--- config.mk ---
export PLATFORM = sky130hd
export DESIGN_NAME = alu16_sequencer
export DESIGN_NICKNAME = d
export VERILOG_FILES = /design/src/rtl/alu16_seq_pkg.sv /design/src/rtl/alu16_sequencer.sv
export SDC_FILE = /design/constraint.sdc
export NUM_CORES = 1
export LEC_CHECK = 0
export ABC_AREA = 1
export CAP_MARGIN = 25
export CORE_UTILIZATION = 28
export DETAILED_ROUTE_END_ITERATION = 8
export HOLD_SLACK_MARGIN = 0.06
export PLACE_DENSITY = 0.59
export SYNTH_ARGS = -nofsm -noshare
export SYNTH_HDL_FRONTEND = slang
export SYNTH_SLANG_ARGS = --single-unit
--- constraint.sdc ---
create_clock -name clk -period 1.8 [get_ports clk]
set_input_delay 0.36 -clock clk [delete_from_list [all_inputs] [get_ports clk]]
set_output_delay 0.36 -clock clk [all_outputs]
set_load 0.02 [all_outputs]
--- src/rtl/alu16_seq_pkg.sv ---
// Shared types and ALU control encodings for the 16-bit arithmetic sequencer.
package alu16_seq_pkg;

  typedef enum logic [1:0] {
    OP_ADD16 = 2'd0,
    OP_SUB16 = 2'd1,
    OP_INC16 = 2'd2,
    OP_DEC16 = 2'd3
  } op_e;

  typedef enum logic [2:0] {
    IDLE  = 3'd0,
    LO    = 3'd1,
    CARRY = 3'd2,
    HI    = 3'd3,
    FIX   = 3'd4,
    DONE  = 3'd5
  } state_e;

  localparam logic [3:0] ALU_ADD = 4'd0;
  localparam logic [3:0] ALU_SUB = 4'd1;
  localparam logic [3:0] ALU_LT  = 4'd7;
  localparam logic [3:0] ALU_EQ  = 4'd8;
  localparam logic [3:0] ALU_INC = 4'd11;
  localparam logic [3:0] ALU_DEC = 4'd12;

endpackage

--- src/rtl/alu16_sequencer.sv ---
// Multi-cycle 16-bit ADD/SUB/INC/DEC built on a shared 8-bit ALU without carry;
// the carry/borrow is recovered with compare ops and applied as a high-byte fix-up.
module alu16_sequencer
  import alu16_seq_pkg::*;
#(
  parameter int unsigned CONST_LATENCY = 0
) (
  input  logic        clk,
  input  logic        reset,
  input  logic        req_valid,
  output logic        req_ready,
  input  logic [1:0]  req_op,
  input  logic [15:0] req_a,
  input  logic [15:0] req_b,
  output logic        resp_valid,
  output logic [15:0] resp_data,
  output logic        busy,
  output logic [7:0]  alu_a,
  output logic [7:0]  alu_b,
  output logic [3:0]  alu_cntr,
  input  logic [7:0]  alu_result
);

  state_e      state_q, state_d;
  op_e         op_q;
  logic [15:0] a_q, b_q;
  logic [7:0]  res_lo_q, res_hi_q;
  logic        carry_q;
  logic        resp_valid_q;

  assign req_ready  = (state_q == IDLE);
  assign busy       = (state_q != IDLE);
  assign resp_valid = resp_valid_q;
  assign resp_data  = {res_hi_q, res_lo_q};

  always_comb begin
    state_d = state_q;
    case (state_q)
      IDLE:    if (req_valid) state_d = LO;
      LO:      state_d = CARRY;
      CARRY:   state_d = HI;
      HI:      state_d = (carry_q || (CONST_LATENCY != 0)) ? FIX : DONE;
      FIX:     state_d = DONE;
      DONE:    state_d = IDLE;
      default: state_d = IDLE;
    endcase
  end

  // Carry out of the low byte: a sum that wrapped is smaller than an addend,
  // a borrow happens exactly when the minuend is smaller than the subtrahend.
  always_comb begin
    alu_a    = '0;
    alu_b    = '0;
    alu_cntr = ALU_ADD;
    case (state_q)
      LO: begin
        alu_a = a_q[7:0];
        case (op_q)
          OP_ADD16: begin alu_b = b_q[7:0]; alu_cntr = ALU_ADD; end
          OP_SUB16: begin alu_b = b_q[7:0]; alu_cntr = ALU_SUB; end
          OP_INC16: alu_cntr = ALU_INC;
          default:  alu_cntr = ALU_DEC;
        endcase
      end
      CARRY: begin
        case (op_q)
          OP_ADD16: begin alu_a = res_lo_q; alu_b = a_q[7:0]; alu_cntr = ALU_LT; end
          OP_SUB16: begin alu_a = a_q[7:0]; alu_b = b_q[7:0]; alu_cntr = ALU_LT; end
          OP_INC16: begin alu_a = res_lo_q; alu_cntr = ALU_EQ; end
          default:  begin alu_a = a_q[7:0]; alu_cntr = ALU_EQ; end
        endcase
      end
      HI: begin
        alu_a = a_q[15:8];
        case (op_q)
          OP_ADD16: begin alu_b = b_q[15:8]; alu_cntr = ALU_ADD; end
          OP_SUB16: begin alu_b = b_q[15:8]; alu_cntr = ALU_SUB; end
          default:  alu_cntr = ALU_ADD;
        endcase
      end
      FIX: begin
        alu_a = res_hi_q;
        if (!carry_q)
          alu_cntr = ALU_ADD;
        else if (op_q == OP_ADD16 || op_q == OP_INC16)
          alu_cntr = ALU_INC;
        else
          alu_cntr = ALU_DEC;
      end
      default: ;
    endcase
  end

  always_ff @(posedge clk) begin
    if (reset) begin
      state_q      <= IDLE;
      op_q         <= OP_ADD16;
      a_q          <= '0;
      b_q          <= '0;
      res_lo_q     <= '0;
      res_hi_q     <= '0;
      carry_q      <= 1'b0;
      resp_valid_q <= 1'b0;
    end else begin
      state_q      <= state_d;
      resp_valid_q <= (state_d == DONE);
      case (state_q)
        IDLE: if (req_valid) begin
          op_q <= op_e'(req_op);
          a_q  <= req_a;
          b_q  <= req_b;
        end
        LO:      res_lo_q <= alu_result;
        CARRY:   carry_q  <= alu_result[0];
        HI:      res_hi_q <= alu_result;
        FIX:     res_hi_q <= alu_result;
        default: ;
      endcase
    end
  end

endmodule

==> results of run 1 <==
==> power groups by stage <==
| stage | Combinational (uW) | Clock (uW) | Sequential, uW |
|---|---|---|---|
| after detailed placement | 1320 | 0 | 1480 |
| final | 1430 | 954 | 1470 |
| after CTS | 1370 | 969 | 1460 |
| after global routing | 1560 | 1020 | 1490 |
| after global placement | 1300 | 0 | 1480 |
| after floorplan | 666 | 0 | 1530 |
==> layer usage <==
layer  track usage, %  wire [um]  vias to the layer above
met5                0          0                        -
met4             3.62         68                        0
met3             2.74        451                        6
met2             30.1       4200                       86
met1             23.2       3920                     1407
li1                 -          -                     1505
==> Yosys cell counts, drive strengths merged <==
cell type / count / area (um^2)
o21ai: 25 / 125
ha: 4 / 50.1
buf: 10 / 68.8
dfxtp: 55 / 1100
nand2: 116 / 438
clkbuf: 9 / 35.0
nand4: 10 / 62.6
nand3: 60 / 315
a21oi: 44 / 220
inv: 30 / 113
clkinv: 2 / 7.51
nor2: 30 / 125
==> worst max-delay path, delay by kind of cell (launching register included) <==
kind / cells / cell delay [ns]
buf+inv: 4 / 0.40
compound gates: 1 / 0.13
simple gates: 2 / 0.18
flops: 1 / 0.37
fa+ha+maj: 1 / 0.18
==> area by class of cell <==
type                    count  area, um^2  area share (%)
clock buffers               6        72.6            1.73
clock inverters             2        60.1            1.43
inverters                  32         130            3.11
multi-input cells         289        1530            36.6
flip-flops and latches     55        1120            26.7
well taps                 129         161            3.85
repair buffers            117        1110            26.6
==> state kept, by name, indices dropped and copies added (netlist names) <==
register	flops
b_q	16
res_lo_q	8
res_hi_q	8
state_q	3
resp_valid	1
carry_q	1
op_q	2
a_q	16
==> metrics by stage <==
step / area, um^2 / cells
2_1_floorplan: 2660 / 395
3_3_place_gp: 3820 / 621
3_5_place_dp: 3820 / 621
4_1_cts: 4070 / 630
5_1_grt: 4190 / 630
6_report: 4190 / 630
==> worst paths after layout <==
check	end	cells past startpoint	from	slack [ns]
worst max-delay path	alu_b[0]	8	op_q[0]	-0.13
worst min-delay path	b_q[9]	2	b_q[9]	0.47
worst max register to register	a_q[0]	7	state_q[1]	0.30
worst min register to register	b_q[9]	2	b_q[9]	0.47
==> cells by family after synthesis <==
| kind of cell | count (synthesis) | share of synthesized area [%] |
|---|---|---|
| AO/OA/AOI/OAI | 69 | 13.0 |
| buffers and inverters | 51 | 8.42 |
| adder cells (fa/ha/maj) | 4 | 1.88 |
| AND/OR/NAND/NOR | 216 | 35.4 |
| flip-flops | 55 | 41.4 |
==> what timing repair did <==
item | 4_1_cts | 5_1_grt
pin swaps | 14 | 14
buffers inserted | 2 | 0
setup endpoints to repair | 22 | 22
cloned | 1 | 0
hold buffers | 0 | 0
gates resized for setup | 153 | 42
==> flow_metrics.tcl, run 1 <==
set metrics [dict create \
    p_leak_uw 0.00174 \
    antenna_left 0 \
    finalWirelength_um 8640 \
    fin_skew_ns 0.00863 \
    fill_cells 936 \
    final_cell_mix "nand2_1, clkdlybuf4s50_1, dfxtp_1" \
    rsz0062_at_grt "yes" \
    die_h_um 99.5 \
    violations "negative setup slack" \
    arrival_ns 1.57 \
    syn_to_final_growth_pct 57.4 \
    p_sw_uw 1310 \
    drc_errors 0 \
    netlist_instances 395 \
    finalHoldViolCount 0 \
    power.share.clock_pct 24.8 \
    pin_count 84 \
    root_buffer "clkbuf_8" \
    outcome "finished, violations left" \
    grt_pass1_vias 2840 \
    antenna_found_initial 0 \
    critPathCaptureType "output port" \
    clk_path_buf_depth 2 \
    p_int_uw 2530 \
    cts_tree "done" \
    wl_per_cell_um 13.7 \
    path_cells "inv_4, ha_4, inv_2, buf_6, o21ai_1, nand2_1, nand3_1, buf_6" \
    cp.required_ns 1.44 \
    dp_hpwl_um 6540 \
    htree_num_levels 2 \
    mostFrequentLayoutCell "nand2_1" \
    critical_path_class "reg2out" \
    drive_gt1_share_pct 24.6 \
    place_congestion 0.844 \
    peakVddDrop_uv 432 \
    core_area_mm2 0.00924 \
    drtPass1Iterations 4 \
    setup_slack_ns -0.134 \
    via_per_inst 4.77 \
    min_period_over_period_pct 107 \
    yosys_warnings 0 \
    portBuffers 83 \
    drt_iter0_markers 142 \
    layout.nets 549 \
    power_density_mw_per_mm2 919 \
    synth_cell_types 19 \
    diodes 0 \
    path_common_cell "buf_6" \
    rows 35 \
    holdWs_ns 0.472 \
    clock_sinks 55 \
    die_x_um 99.5 \
    finalPower_uw 3850 \
    vias 3004 \
    min_path_type "reg2reg" \
    dp_slack_ns -0.392 \
    grt.total_usage_pct 17.5 \
    clkSlewWorstSetupHoldPaths_ns 0.10 \
    cp_max_fo 8 \
    p_seq_share_pct 38.2 \
    netSwitchingFraction_pct 34.1 \
    cp_slowest_cell "dfxtp_4" \
    seq_area_frac_synth_pct 41.4 \
    synth.cell_area_mm2 0.00266 \
    dieArea_mm2 0.00990 \
    finalSetupTns_ns -1.93 \
    slowest_delay_ns 0.37 \
    syn_nets 444 \
    report.final.slew_viol_count 0 \
    clock_latency_ns 0.30 \
    worstSetupStartpointType "register" \
    worst_pin_slew_ns 0.391 \
    fin_util_pct 45.3 \
    grt_max_degree 35 \
    setup_viol 20 \
    initial_core_util_pct 28.8 \
    syn_avg_cell_area_um2 6.74 \
    clock.fmax_mhz 517 \
    grt_first_pass_wirelength_um 13800 \
    cts_made_buffers 5 \
    fin_crit_ns 1.93 \
    grt.overflow.total 0 \
    ys_ff_latch 55 \
    max_cap_viol_count 0 \
    slew_headroom_pct 73.9 \
    power_frac_comb_pct 37.1 \
]
Power figures use the tool's default switching activity.
==> inputs of run 2 (changes only) <==
--- a/config.mk
+++ b/config.mk
@@ -5,12 +5,13 @@
 export SDC_FILE = /design/constraint.sdc
 export NUM_CORES = 1
 export LEC_CHECK = 0
-export ABC_AREA = 1
 export CAP_MARGIN = 25
 export CORE_UTILIZATION = 28
 export DETAILED_ROUTE_END_ITERATION = 8
+export GPL_ROUTABILITY_DRIVEN = 1
 export HOLD_SLACK_MARGIN = 0.06
-export PLACE_DENSITY = 0.59
+export PLACE_DENSITY = 0.58
+export SLEW_MARGIN = 20
 export SYNTH_ARGS = -nofsm -noshare
 export SYNTH_HDL_FRONTEND = slang
 export SYNTH_SLANG_ARGS = --single-unit
==> run 2 against run 1 <==
Effect of this change:
- the run still ends with negative setup slack left
- clock power is 7.9% lower
- design area is 9.1% higher
- total power is 13% lower
- synthesized area is 6.5% higher
- sequential power is 5% lower
- critical endpoint is now alu_b[5]
==> flow_metrics.tcl, run 2 <==
set metrics [dict create \
    outcome "finished, violations left" \
    violations "negative setup slack" \
    critical_path_class "reg2out" \
    fin_util_pct 46.7 \
    ys.flop_type "dfxtp_1" \
    drtPass1Iterations 4 \
    yosys-top-cells-area "dfxtp_1, mux2i_1, nand2_1, a21oi_1, nand2b_1" \
    synth_compound_gate_area_share_pct 15.6 \
    grt_pass1_vias 2817 \
    grt.overflow.total 0 \
    setup_slack_ns -0.394 \
    synth_most_common_cell "nand2_1" \
    fin_skew_ns 0.0112 \
    syn_nets 384 \
    clock.fmax_mhz 456 \
    cts_made_buffers 5 \
    ys_ff_latch 55 \
    layout.nets 496 \
    die_h_um 103 \
    cp.required_ns 1.44 \
    p_seq_share_pct 41.2 \
    synthTopCellsByCount "nand2_1, dfxtp_1, a21oi_1" \
    drc_errors 0 \
    fin_crit_ns 2.19 \
    clock_sinks 55 \
    setup_viol 25 \
    syn_avg_cell_area_um2 8.46 \
    vias 2798 \
    power_frac_comb_pct 32.7 \
    p_leak_uw 0.00180 \
    mostFrequentLayoutCell "nand2_1" \
    pin_count 84 \
    grt_max_degree 47 \
    peakVddDrop_uv 383 \
    antenna_left 0 \
    p_int_uw 2330 \
    yosys.area_share.simple_pct 24.7 \
    fin_area_mm2 0.00457 \
    largestRegisters "a_q (16), b_q (16)" \
    core_area_mm2 0.00977 \
    grt_first_pass_wirelength_um 14000 \
    critPathCaptureType "output port" \
    rows 36 \
    synth.largest_area_cell "dfxtp_1" \
    clk_path_buf_depth 2 \
    worstSetupStartpointType "register" \
    root_buffer "clkbuf_8" \
    yosys_warnings 0 \
    async_reset_ff_share_pct 0 \
    grt.total_usage_pct 17.1 \
    dp_slack_ns -0.525 \
    instances_no_fill 581 \
    dieArea_mm2 0.0105 \
    die_x_um 103 \
    netSwitchingFraction_pct 30.7 \
    finalWirelength_um 8930 \
    synth_edf_count 0 \
    via_per_inst 4.82 \
    syn_to_final_growth_pct 61.2 \
    clkSlewWorstSetupHoldPaths_ns 0.10 \
    synth_mux_area_share_pct 12.0 \
    worst_pin_slew_ns 0.867 \
    placed_area_mm2 0.00405 \
    antenna_found_initial 0 \
    synth_top_family_by_area "simple AND/OR/NAND/NOR gates" \
    finalHoldViolCount 0 \
    clock_latency_ns 0.31 \
    wl_per_cell_um 15.4 \
    synth_top_area_share_pct 38.8 \
    min_path_type "reg2reg" \
    final_cell_mix "nand2_1, clkdlybuf4s50_1, dfxtp_1" \
    portBuffers 83 \
    dp_hpwl_um 6220 \
    min_period_over_period_pct 122 \
    slew_headroom_pct 42.2 \
    htree_num_levels 2 \
    drt_iter0_markers 114 \
    report.final.slew_viol_count 0 \
    dp_cells 561 \
    rsz0062_at_grt "yes" \
    place_congestion 0.788 \
    p_sw_uw 1030 \
    synth_xor_area_share_pct 0 \
    power_density_mw_per_mm2 736 \
    synth_cell_types 37 \
    cts_tree "done" \
    arrival_ns 1.83 \
    synth.cell_area_mm2 0.00284 \
    seq_area_frac_synth_pct 38.8 \
    initial_core_util_pct 29.0 \
    rrSetupSlack_ns -0.02 \
    synthAdderAreaFrac_pct 1.77 \
    drive_gt1_share_pct 32.8 \
    power.share.clock_pct 26.1 \
    cp_max_fo 7 \
    max_cap_viol_count 0 \
    netlist_instances 335 \
    diodes 0 \
]
run 2: power groups by stage:
| stage | clock network [uW] | logic, uW | registers (uW) |
|---|---|---|---|
| final | 879 | 1100 | 1390 |
| after global placement | 0 | 890 | 1400 |
| after global routing | 937 | 1180 | 1400 |
| after detailed placement | 0 | 902 | 1400 |
| after CTS | 888 | 971 | 1380 |
| after floorplan | 0 | 499 | 1410 |
run 2: layout make-up:
cell class,instances,area [um^2]
Inverter,5,23.8
Clock inverter,2,35.0
Clock buffer,6,82.6
Tap cell,133,166
Multi-Input combinational cell,248,1810
Sequential cell,55,1110
Timing Repair Buffer,132,1340
Fill cell,948,5200
run 2: timing repair:
| item | in CTS | in global routing |
|---|---|---|
| hold buffers | 0 | 0 |
| endpoints found under the hold margin | 0 | 0 |
| gates cloned | 0 | 3 |
| buffers inserted | 3 | 6 |
| resized for setup | 157 | 47 |
| endpoints found under the setup margin | 47 | 38 |
| pin swaps | 21 | 25 |
run 2: critical path: stages, from the launching register on:
cell	delay, ns
dfxtp_2	0.37
inv_4	0.05
ha_4	0.15
or2_4	0.25
and3_4	0.18
a221o_1	0.37
buf_6	0.15
run 2: layer usage:
metal	GRT usage, %	wire (um)
met1	22.3	4150
met2	29.7	4410
met3	2.78	311
met4	3.85	54
met5	0	0
run 2: per-stage QoR:
stage	total power [uW]	TNS, ns	hold slack, ns
CTS	3240	-6.46	0.464
detailed placement	2310	-12.10	0.449
finish	3360	-6.16	0.465
floorplan	1910	-0.584	0.436
global placement	2290	-11.81	0.446
global route	3510	-8.34	0.490
run 2: logic make-up (layout without fill, tap and decap cells):
kind of cell / count (synthesis) / count (layout)
buf+inv: 32 / 145
compound gates: 69 / 69
simple gates: 141 / 141
mux: 34 / 34
flops: 55 / 55
fa+ha+maj: 4 / 4
run 2: worst paths after layout:
kind                            startpoint  cells past startpoint        to
worst min-delay path               a_q[10]                      2   a_q[10]
worst max-delay path               op_q[1]                      6  alu_b[5]
worst min register to register     a_q[10]                      2   a_q[10]
worst max register to register  state_q[2]                      7    a_q[3]
